$ cat src/rtl/gp_dcmp_pwm.sv
// 8-bit digital comparator: registered GREATER/EQUAL against a reference register,
// optionally driving complementary PWM outputs separated by a programmable dead time.
module gp_dcmp_pwm #(
    parameter string MODE             = "COMPARE",
    parameter int    GREATER_OR_EQUAL = 0,
    parameter int    DEADBAND         = 0
) (
    input  logic       CLK,
    input  logic       nRST,
    input  logic       PWRDN,
    input  logic       WRAP,
    input  logic [7:0] INP,
    input  logic [7:0] INN,
    output logic       GREATER,
    output logic       EQUAL,
    output logic       OUTP,
    output logic       OUTN
);
    localparam bit         IS_PWM  = (MODE == "PWM");
    localparam bit         NO_DEAD = (DEADBAND == 0);
    localparam logic [2:0] DB_LAST = (DEADBAND > 0) ? 3'(DEADBAND - 1) : 3'd0;

    if (MODE != "COMPARE" && MODE != "PWM") begin : g_bad_mode
        $fatal(1, "gp_dcmp_pwm: MODE must be COMPARE or PWM");
    end
    if (DEADBAND < 0 || DEADBAND > 7) begin : g_bad_deadband
        $fatal(1, "gp_dcmp_pwm: DEADBAND must be in 0..7");
    end

    typedef enum logic [1:0] {IDLE, DEAD, P_ON, N_ON} stateType;

    stateType   state, stateNext;
    logic [2:0] cnt, cntNext;
    logic       target, targetNext;
    logic [7:0] refReg;
    logic       gtNow, eqNow;

    assign gtNow = (GREATER_OR_EQUAL != 0) ? (INP >= refReg) : (INP > refReg);
    assign eqNow = (INP == refReg);

    // In PWM mode the reference is a shadow that only moves at the period boundary.
    always_ff @(posedge CLK or negedge nRST) begin
        if (!nRST) begin
            refReg  <= 8'h00;
            GREATER <= 1'b0;
            EQUAL   <= 1'b0;
        end else if (PWRDN) begin
            GREATER <= 1'b0;
            EQUAL   <= 1'b0;
        end else begin
            GREATER <= gtNow;
            EQUAL   <= eqNow;
            if (!IS_PWM || WRAP) begin
                refReg <= INN;
            end
        end
    end

    always_ff @(posedge CLK or negedge nRST) begin
        if (!nRST) begin
            state  <= IDLE;
            cnt    <= 3'd0;
            target <= 1'b0;
        end else begin
            state  <= stateNext;
            cnt    <= cntNext;
            target <= targetNext;
        end
    end

    // The FSM samples the registered GREATER, so the drives trail it by DEADBAND+1 edges.
    always_comb begin
        stateNext  = state;
        cntNext    = cnt;
        targetNext = target;
        if (!IS_PWM || PWRDN) begin
            stateNext = IDLE;
            cntNext   = 3'd0;
        end else begin
            case (state)
                IDLE: begin
                    if (NO_DEAD) begin
                        stateNext = GREATER ? P_ON : N_ON;
                    end else begin
                        stateNext  = DEAD;
                        targetNext = GREATER;
                        cntNext    = 3'd0;
                    end
                end
                DEAD: begin
                    if (GREATER != target) begin
                        targetNext = GREATER;
                        cntNext    = 3'd0;
                    end else if (cnt == DB_LAST) begin
                        stateNext = target ? P_ON : N_ON;
                    end else begin
                        cntNext = cnt + 3'd1;
                    end
                end
                P_ON: begin
                    if (!GREATER) begin
                        if (NO_DEAD) begin
                            stateNext = N_ON;
                        end else begin
                            stateNext  = DEAD;
                            targetNext = 1'b0;
                            cntNext    = 3'd0;
                        end
                    end
                end
                N_ON: begin
                    if (GREATER) begin
                        if (NO_DEAD) begin
                            stateNext = P_ON;
                        end else begin
                            stateNext  = DEAD;
                            targetNext = 1'b1;
                            cntNext    = 3'd0;
                        end
                    end
                end
                default: begin
                    stateNext = IDLE;
                    cntNext   = 3'd0;
                end
            endcase
        end
    end

    always_comb begin
        OUTP = IS_PWM ? (state == P_ON) : GREATER;
        OUTN = IS_PWM && (state == N_ON);
    end
endmodule

$ cat config.mk
export PLATFORM = sky130hd
export DESIGN_NAME = gp_dcmp_pwm
export DESIGN_NICKNAME = d
export VERILOG_FILES = /design/src/rtl/gp_dcmp_pwm.sv
export SDC_FILE = /design/constraint.sdc
export NUM_CORES = 1
export LEC_CHECK = 0
export CAP_MARGIN = 20
export CELL_PAD_IN_SITES_DETAIL_PLACEMENT = 1
export CELL_PAD_IN_SITES_GLOBAL_PLACEMENT = 2
export CORE_MARGIN = 2
export CORE_UTILIZATION = 25
export DETAILED_ROUTE_END_ITERATION = 8
export PLACE_DENSITY = 0.75
export SLEW_MARGIN = 20
export SYNTH_ARGS = -nofsm -noshare
export SYNTH_HDL_FRONTEND = slang
export SYNTH_SLANG_ARGS = --single-unit
$ cat constraint.sdc
create_clock -name CLK -period 1.7 [get_ports CLK]
set_input_delay 0.17 -clock CLK [delete_from_list [all_inputs] [get_ports CLK]]
set_output_delay 0.17 -clock CLK [all_outputs]
set_load 0.01 [all_outputs]
==> out/metrics.yaml, run 1 <==
placement:
  gp_congestion: 0.723
  port_buffers: 21
  dpl.hpwl_um: 1010
  dpl.cell_count: 101
cts:
  clkLatencyLatePin_ps: 260
  cts_sinks: 10
  holdBufCountCts: 0
  cts_max_level: 1
  cts.clk_slew.worst_paths_ps: 70
  cts_tree: "yes"
  cts_buffer_depth: 2
  cts_root_buf: "clkbuf_4"
  cts_resized: 0
  numCtsBuffers: 3
  post_cts_buffers: 0
hold_path:
  hp-class: "in2async"
routing:
  drt-total-wl_um: 1140
  routed-via-count: 437
  firstDrtPassIters: 2
  wire_per_inst_um: 10.8
  drc_errors: 0
  antenna_left: 0
  via_per_inst: 4.16
  drt_iter0_drc: 3
timing:
  finalMaxSlewViolations: 0
  fin_skew_ps: 1.09
  period_minus_slack_ps: 1300
  max_freq_mhz: 768
  hold_viol: 0
  setup-violations-final: 0
  min_period_over_period: 0.766
  fin_setup_tns_ps: 0
  rsz0062_at_grt: "false"
global_route:
  grt-ovfl-total: 0
  antenna_found_initial: 0
  grt_pass1_wl_um: 1840
  grt_use_total: 0.0896
  grt_pass1_vias: 451
  grt_max_degree: 11
synth:
  netlist_instances: 52
  syn_avg_cell_area_um2: 11.9
  yosysWarnings: 0
  yosysSeqAreaShare: 0.405
  synth_area_um2: 618
  ys_seq_elements: 10
  synthesis.nets: 80
  yosys.cell_types.count: 16
floorplan:
  die_w_um: 53.7
  ios: 24
  initial_core_util: 0.256
  core_mm2: 0.00241
  die_height_um: 53.7
  std_cell_rows: 18
  die_area_mm2: 0.00289
setup_path:
  criticalPathCategory: "reg2out"
  worstSetupEndpointType: "output port"
  path_buf_inv: 1
  path_max_fanout: 1
  cp_top_family: "buffers and inverters"
  critPathArrivalTime_ps: 1130
  cp_data_required_time_ps: 1530
  critPathMaxStageDelay_ps: 530
  path_cells: "clkdlybuf4s50_1"
  cp_slowest_cell: "clkdlybuf4s50_1"
  start_kind: "flop"
layout:
  n_antenna_cell: 0
  post-route-util: 0.367
  fin_cells: 105
  drive_gt1_frac: 0.200
  syn_to_final_growth_pct: 42.9
  fin_nets: 104
power:
  p_switching_uw: 157
  peakVddDrop_mv: 0.362
  seq_power_share: 0.415
  combPwrFrac: 0.264
  p_int_uw: 499
  p_sw_frac: 0.239
  clock_power_share: 0.321
  p_leak_nw: 0.427
  powerDensity_mw_per_mm2: 743
job:
  maxCapViolCount: 0
run_status:
  outcome: "complete, no violations"
[cells in the final DEF (no fill, tap or decap)]
cell type,n
a21oi_1,4
buf_4,1
clkbuf_4,3
clkbuf_8,1
clkdlybuf4s50_1,21
conb_1,1
dfrtp_1,10
ha_1,8
inv_1,8
mux2_4,8
nand2_1,1
nand4_1,2
nor2_1,2
nor2b_4,1
nor3_1,1
o211ai_2,1
o21a_1,1
o21ai_0,1
[synthesized netlist by cell type]
cell	instances	area [µm²]
buf_6	1	11.3
nor2b_4	1	13.8
o21ai_0	1	5.00
mux2_4	8	120
dfrtp_1	10	250
nand2_1	1	3.75
o21a_1	1	7.51
buf_4	2	15.0
nor2_1	2	7.51
a21oi_1	4	20.0
conb_1	1	3.75
inv_1	8	30.0
ha_1	8	100
nand4_1	2	12.5
o211ai_2	1	12.5
nor3_1	1	5.00
[path summary, 6_finish.rpt]
check                                            from               endpoint  slack [ps]  cells past startpoint
worst min-delay path                             nRST  refReg[1]$_DFFE_PN0N_         230                      1
worst max register to register  refReg[1]$_DFFE_PN0N_      GREATER$_DFF_PN0_         400                      6
worst max-delay path                  EQUAL$_DFF_PN0_                  EQUAL         400                      1
max in group asynchronous                        nRST  refReg[7]$_DFFE_PN0N_        1150                      1
min in group CLK                refReg[7]$_DFFE_PN0N_  refReg[7]$_DFFE_PN0N_         510                      1
worst min register to register  refReg[7]$_DFFE_PN0N_  refReg[7]$_DFFE_PN0N_         510                      1
[layer usage]
metal	share of wire	vias to the layer above	track usage	routed length [µm]
met3	0.019	0	0.00833	22
met4	0	0	0.0385	0
met2	0.56	7	0.161	634
met5	0	-	0	0
met1	0.42	208	0.108	479
li1	-	222	-	-
[flip-flops by register name (all words and copies together) (netlist names)]
name	flops
GREATER	1
EQUAL	1
refReg	8
[metrics by stage]
step	area, µm²	total power, mW	hold slack [ps]	setup WS (ps)
floorplan	618	0.380	-126	486
global placement	847	0.447	495	197
detailed placement	847	0.453	503	186
CTS	883	0.667	249	370
global route	883	0.701	253	335
finish	883	0.656	231	398
[kinds of logic after synthesis]
family / count (synthesis) / share of synthesized area
compound gates: 7 / 0.0729
fa+ha+maj: 8 / 0.162
buf+inv: 11 / 0.0911
flops: 10 / 0.405
mux: 8 / 0.194
other cells: 1 / 0.00607
simple gates: 7 / 0.0688
[final cells by class]
type	instances	area, µm²
clock buffer	4	36.3
timing repair buffer	22	218
fill	262	1530
multi-input combinational	31	312
sequential	10	250
inverter	8	30.0
tap	30	37.5
[power by group through the flow]
stage | clock network [mW] | registers [mW] | logic [mW]
3_3_place_gp | 0 | 0.276 | 0.171
3_5_place_dp | 0 | 0.278 | 0.175
4_1_cts | 0.217 | 0.273 | 0.176
6_report | 0.211 | 0.273 | 0.173
5_1_grt | 0.232 | 0.275 | 0.193
2_1_floorplan | 0 | 0.275 | 0.105
No activity file was read; power rests on OpenSTA's default activity.
==> run 2: changes to the inputs <==
clock period = 1.2 ns   (was 1.7 ns; I/O delays follow)
==> out/metrics.yaml, run 2 (synthesis gave the netlist of run 1 again) <==
floorplan:
  die_w_um: 53.7
  initial_core_util: 0.256
  die_area_mm2: 0.00289
  core_mm2: 0.00241
  std_cell_rows: 18
  die_height_um: 53.7
  ios: 24
cts:
  cts_buffer_depth: 2
  numCtsBuffers: 3
  clkLatencyLatePin_ps: 270
  cts_tree: "yes"
  cts_root_buf: "clkbuf_4"
  cts_sinks: 10
  cts_max_level: 1
  cts.clk_slew.worst_paths_ps: 70
global_route:
  grt_max_degree: 11
  grt_pass1_wl_um: 2310
  antenna_found_initial: 0
  grt-ovfl-total: 0
  grt_use_total: 0.123
  grt_pass1_vias: 497
layout:
  syn_to_final_growth_pct: 75.3
  final_common_cell: "clkdlybuf4s50_1"
  fin_cells: 121
  multi_input_area_um2: 395
  register_area_um2: 250
  largest_register_ffs: 8
  n_antenna_cell: 0
  fin_nets: 120
  n_fill_cell: 257
  post-route-util: 0.450
  largest-register: "refReg"
  final_area_mm2: 0.00108
  drive_gt1_frac: 0.473
  reg_top3: "refReg (8), EQUAL (1), GREATER (1)"
  final_cell_mix: "clkdlybuf4s50_1 (18), buf_4 (17), dfrtp_1 (10), mux2_4 (8), ha_4 (6)"
placement:
  port_buffers: 21
  gp_congestion: 0.703
  dpl.cell_count: 108
  dpl_cell_area_um2: 900
  dpl.hpwl_um: 1110
routing:
  drt-total-wl_um: 1580
  firstDrtPassIters: 3
  drc_errors: 0
  antenna_left: 0
  routed-via-count: 501
  wire_per_inst_um: 13.1
  drt_iter0_drc: 2
  via_per_inst: 4.14
timing:
  finalMaxSlewViolations: 0
  postLayoutSetupSlackWorst_ps: -64.2
  fin_skew_ps: 3.48
  hold_viol: 0
  min_period_over_period: 1.05
  fin_setup_tns_ps: -123
  period_minus_slack_ps: 1260
  setup-violations-final: 2
  max_freq_mhz: 791
  rsz0062_at_grt: "true"
power:
  p_int_uw: 792
  combPwrFrac: 0.348
  p_leak_nw: 0.511
  p_switching_uw: 274
  clock_power_share: 0.287
  p_total_mw: 1.07
  peakVddDrop_mv: 0.601
  seq_power_share: 0.364
  powerDensity_mw_per_mm2: 984
  p_sw_frac: 0.257
hold_path:
  hp-class: "in2async"
setup_path:
  path_max_fanout: 3
  start_kind: "flop"
  cp_data_required_time_ps: 1370
  reg2reg_setup_slack_ps: -60
  critPathArrivalTime_ps: 1430
  criticalPathCategory: "reg2reg"
  worstSetupEndpointType: "flop"
job:
  maxCapViolCount: 0
run_status:
  violations: "negative setup slack"
  outcome: "finished, violations left"
==> run 2: cell count changes in the layout (fill, tap and decap cells not counted), sizes merged <==
cell / delta
dlygate4sd2: +3
buf: +16
clkdlybuf4s50: -3
==> run 2: routing by layer <==
layer / GRT usage / wire length, µm
met1: 0.141 / 661
met4: 0.103 / 70
met5: 0 / 0
met2: 0.201 / 815
met3: 0.0167 / 36
==> run 2: area by class of cell <==
cell class | instances | area share
Sequential cell | 10 | 0.231
Multi-Input combinational cell | 31 | 0.365
Tap cell | 30 | 0.0346
Clock buffer | 4 | 0.0335
Inverter | 8 | 0.0277
Timing Repair Buffer | 38 | 0.308
==> run 2: stage by stage <==
stage	hold WS, ps	setup WS (ps)
after global placement	460	-238
after detailed placement	457	-257
after global routing	173	-170
after floorplan	-176	-13.8
final	154	-64.2
after CTS	158	-48.1
==> run 2: final timing paths <==
path,from,to,cells after the start
min,nRST,EQUAL$_DFF_PN0_,1
max in group asynchronous,nRST,refReg[3]$_DFFE_PN0N_,1
max reg2reg,refReg[7]$_DFFE_PN0N_,GREATER$_DFF_PN0_,6
min reg2reg,refReg[0]$_DFFE_PN0N_,refReg[0]$_DFFE_PN0N_,1
max,refReg[7]$_DFFE_PN0N_,GREATER$_DFF_PN0_,6
min in group CLK,INN[6],refReg[6]$_DFFE_PN0N_,2
==> run 2: power by group through the flow <==
stage                     logic [mW]  registers [mW]  clock network [mW]
after floorplan                0.149           0.389                   0
after global placement         0.270           0.392                   0
after detailed placement       0.285           0.392                   0
after CTS                      0.309           0.386               0.318
after global routing           0.412           0.392               0.338
final                          0.371           0.389               0.306
==> run 2: worst max-delay path, cell delays in order, from the launching register on <==
cell and delay [ps]:
dfrtp_1 360, inv_1 70, ha_4 280, nand4_1 150, nor2_1 150, nor2_1 60, o21a_1 90
==> run 2: repair_timing <==
item	4_1_cts	5_1_grt
pin swaps	2	5
endpoints found under the hold margin	0	0
hold buffers	0	0
resized for setup	7	8
endpoints found under the setup margin	5	2
buffers inserted	1	8
==> run 3: changes to the inputs <==
CORE_UTILIZATION = 36   (was 25)
DONT_BUFFER_PORTS = 1   (was not set)
PLACE_DENSITY = 0.74   (was 0.75)
==> out/metrics.yaml, run 3 (synthesis gave the netlist of run 1 again) <==
run_status:
  outcome: "finished, violations left"
  violations: "negative setup slack"
layout:
  largest-register: "refReg"
  final_cell_mix: "dfrtp_1 (10), dlygate4sd3_1 (10), buf_4 (10), mux2_4 (8)"
  fin_cells: 89
  n_antenna_cell: 0
  post-route-util: 0.573
  fin_nets: 102
  syn_to_final_growth_pct: 44.5
  reg_top3: "refReg (8), EQUAL (1), GREATER (1)"
  drive_gt1_frac: 0.466
  n_fill_cell: 159
  largest_register_ffs: 8
setup_path:
  r2r_cells: 6
  cp_data_required_time_ps: 1360
  critPathArrivalTime_ps: 1410
  reg2reg_from: "refReg[1]$_DFFE_PN0N_"
  path_max_fanout: 2
  cp-endpoint: "GREATER$_DFF_PN0_"
  reg2reg_setup_slack_ps: -50
  worst_r2r_endpoint: "GREATER$_DFF_PN0_"
  worstSetupEndpointType: "flop"
  criticalPathCategory: "reg2reg"
  critPathLaunch: "refReg[1]$_DFFE_PN0N_"
  start_kind: "flop"
floorplan:
  die_height_um: 45.4
  core_mm2: 0.00156
  std_cell_rows: 14
  ios: 24
  die_area_mm2: 0.00206
  initial_core_util: 0.396
  die_w_um: 45.4
timing:
  setup-violations-final: 1
  fin_setup_tns_ps: -47.8
  fin_skew_ps: 0.365
  max_freq_mhz: 801
  min_period_over_period: 1.04
  finalMaxSlewViolations: 0
  period_minus_slack_ps: 1250
  hold_viol: 0
  rsz0062_at_grt: "true"
  postLayoutSetupSlackWorst_ps: -47.8
global_route:
  grt_pass1_vias: 486
  grt_max_degree: 11
  gr-usage-met1: 0.148
  grt_pass1_wl_um: 2040
  antenna_found_initial: 0
  grt_use_total: 0.151
  grt-ovfl-total: 0
  grtUsageMet2: 0.254
  grt-busiest-layer: "met2"
  use_met3: 0.0754
placement:
  dpl.hpwl_um: 872
  dpl.cell_count: 69
  gp_congestion: 0.726
  port_buffers: 0
power:
  peakVddDrop_mv: 0.598
  p_switching_uw: 234
  clock_power_share: 0.311
  p_int_uw: 727
  p_total_uw: 961
  p_sw_frac: 0.244
  combPwrFrac: 0.282
  p_leak_nw: 0.428
  seq_power_share: 0.407
  powerDensity_mw_per_mm2: 1080
cts:
  holdBufCountCts: 10
  cts_buffer_depth: 2
  numCtsBuffers: 3
  cts_root_buf: "clkbuf_4"
  cts_max_level: 1
  cts.clk_slew.worst_paths_ps: 60
  cts_sinks: 10
  clkLatencyLatePin_ps: 270
  cts_tree: "yes"
routing:
  drt_iter0_drc: 1
  via_per_inst: 4.99
  firstDrtPassIters: 3
  drt-total-wl_um: 1220
  antenna_left: 0
  wire_per_inst_um: 13.7
  routed-via-count: 444
  drc_errors: 0
job:
  maxCapViolCount: 0
hold_path:
  hp-class: "in2reg"
  hold_start: "PWRDN"
==> run 3: layout make-up <==
class | instances | area [µm²] | area share
multi-input combinational | 31 | 382 | 0.427
sequential | 10 | 250 | 0.280
timing repair buffer | 20 | 175 | 0.196
clock buffer | 4 | 36.3 | 0.0406
inverter | 8 | 30.0 | 0.0336
tap | 16 | 20.0 | 0.0224
==> run 3: worst max-delay path, stage by stage, from the launching register on <==
cell and delay, ps:
dfrtp_1 390, inv_2 70, ha_4 190, nor2b_4 120, o211ai_2 140, a21oi_2 70
o21a_1 160
==> run 3: what timing repair did <==
item,CTS,global route
buffers inserted,1,5
pin swaps,2,3
gates cloned,0,0
gates resized for setup,5,5
endpoints found under the hold margin,19,7
setup endpoints to repair,1,2
==> run 3: worst min path at each step <==
stage / end / slack, ps / depth (start not counted)
after floorplan: EQUAL$_DFF_PN0_ / -180 / 0
after global placement: EQUAL$_DFF_PN0_ / -180 / 0
after detailed placement: EQUAL$_DFF_PN0_ / -180 / 0
after CTS: refReg[1]$_DFFE_PN0N_ / 1 / 1
after global routing: refReg[5]$_DFFE_PN0N_ / -20 / 1
final: refReg[1]$_DFFE_PN0N_ / 10 / 1
==> run 3: layer usage <==
metal	share of wire	up-vias
met1	0.36	210
met2	0.55	15
met3	0.068	5
li1	-	214
met4	0.025	0
met5	0	-
==> run 3: metrics by stage <==
step	hold WS, ps	instance area, µm²	setup slack, ps
floorplan	-176	618	-13.8
global placement	-175	642	-83.4
detailed placement	-175	642	-90.7
CTS	1.04	818	-57.3
global route	-16.1	893	-149
finish	9.82	893	-47.8
==> run 3: power groups by stage <==
stage	registers (mW)	clock network, mW	logic [mW]
floorplan	0.389	0	0.149
global placement	0.396	0	0.164
detailed placement	0.397	0	0.172
CTS	0.391	0.311	0.232
global route	0.395	0.338	0.303
finish	0.391	0.299	0.271
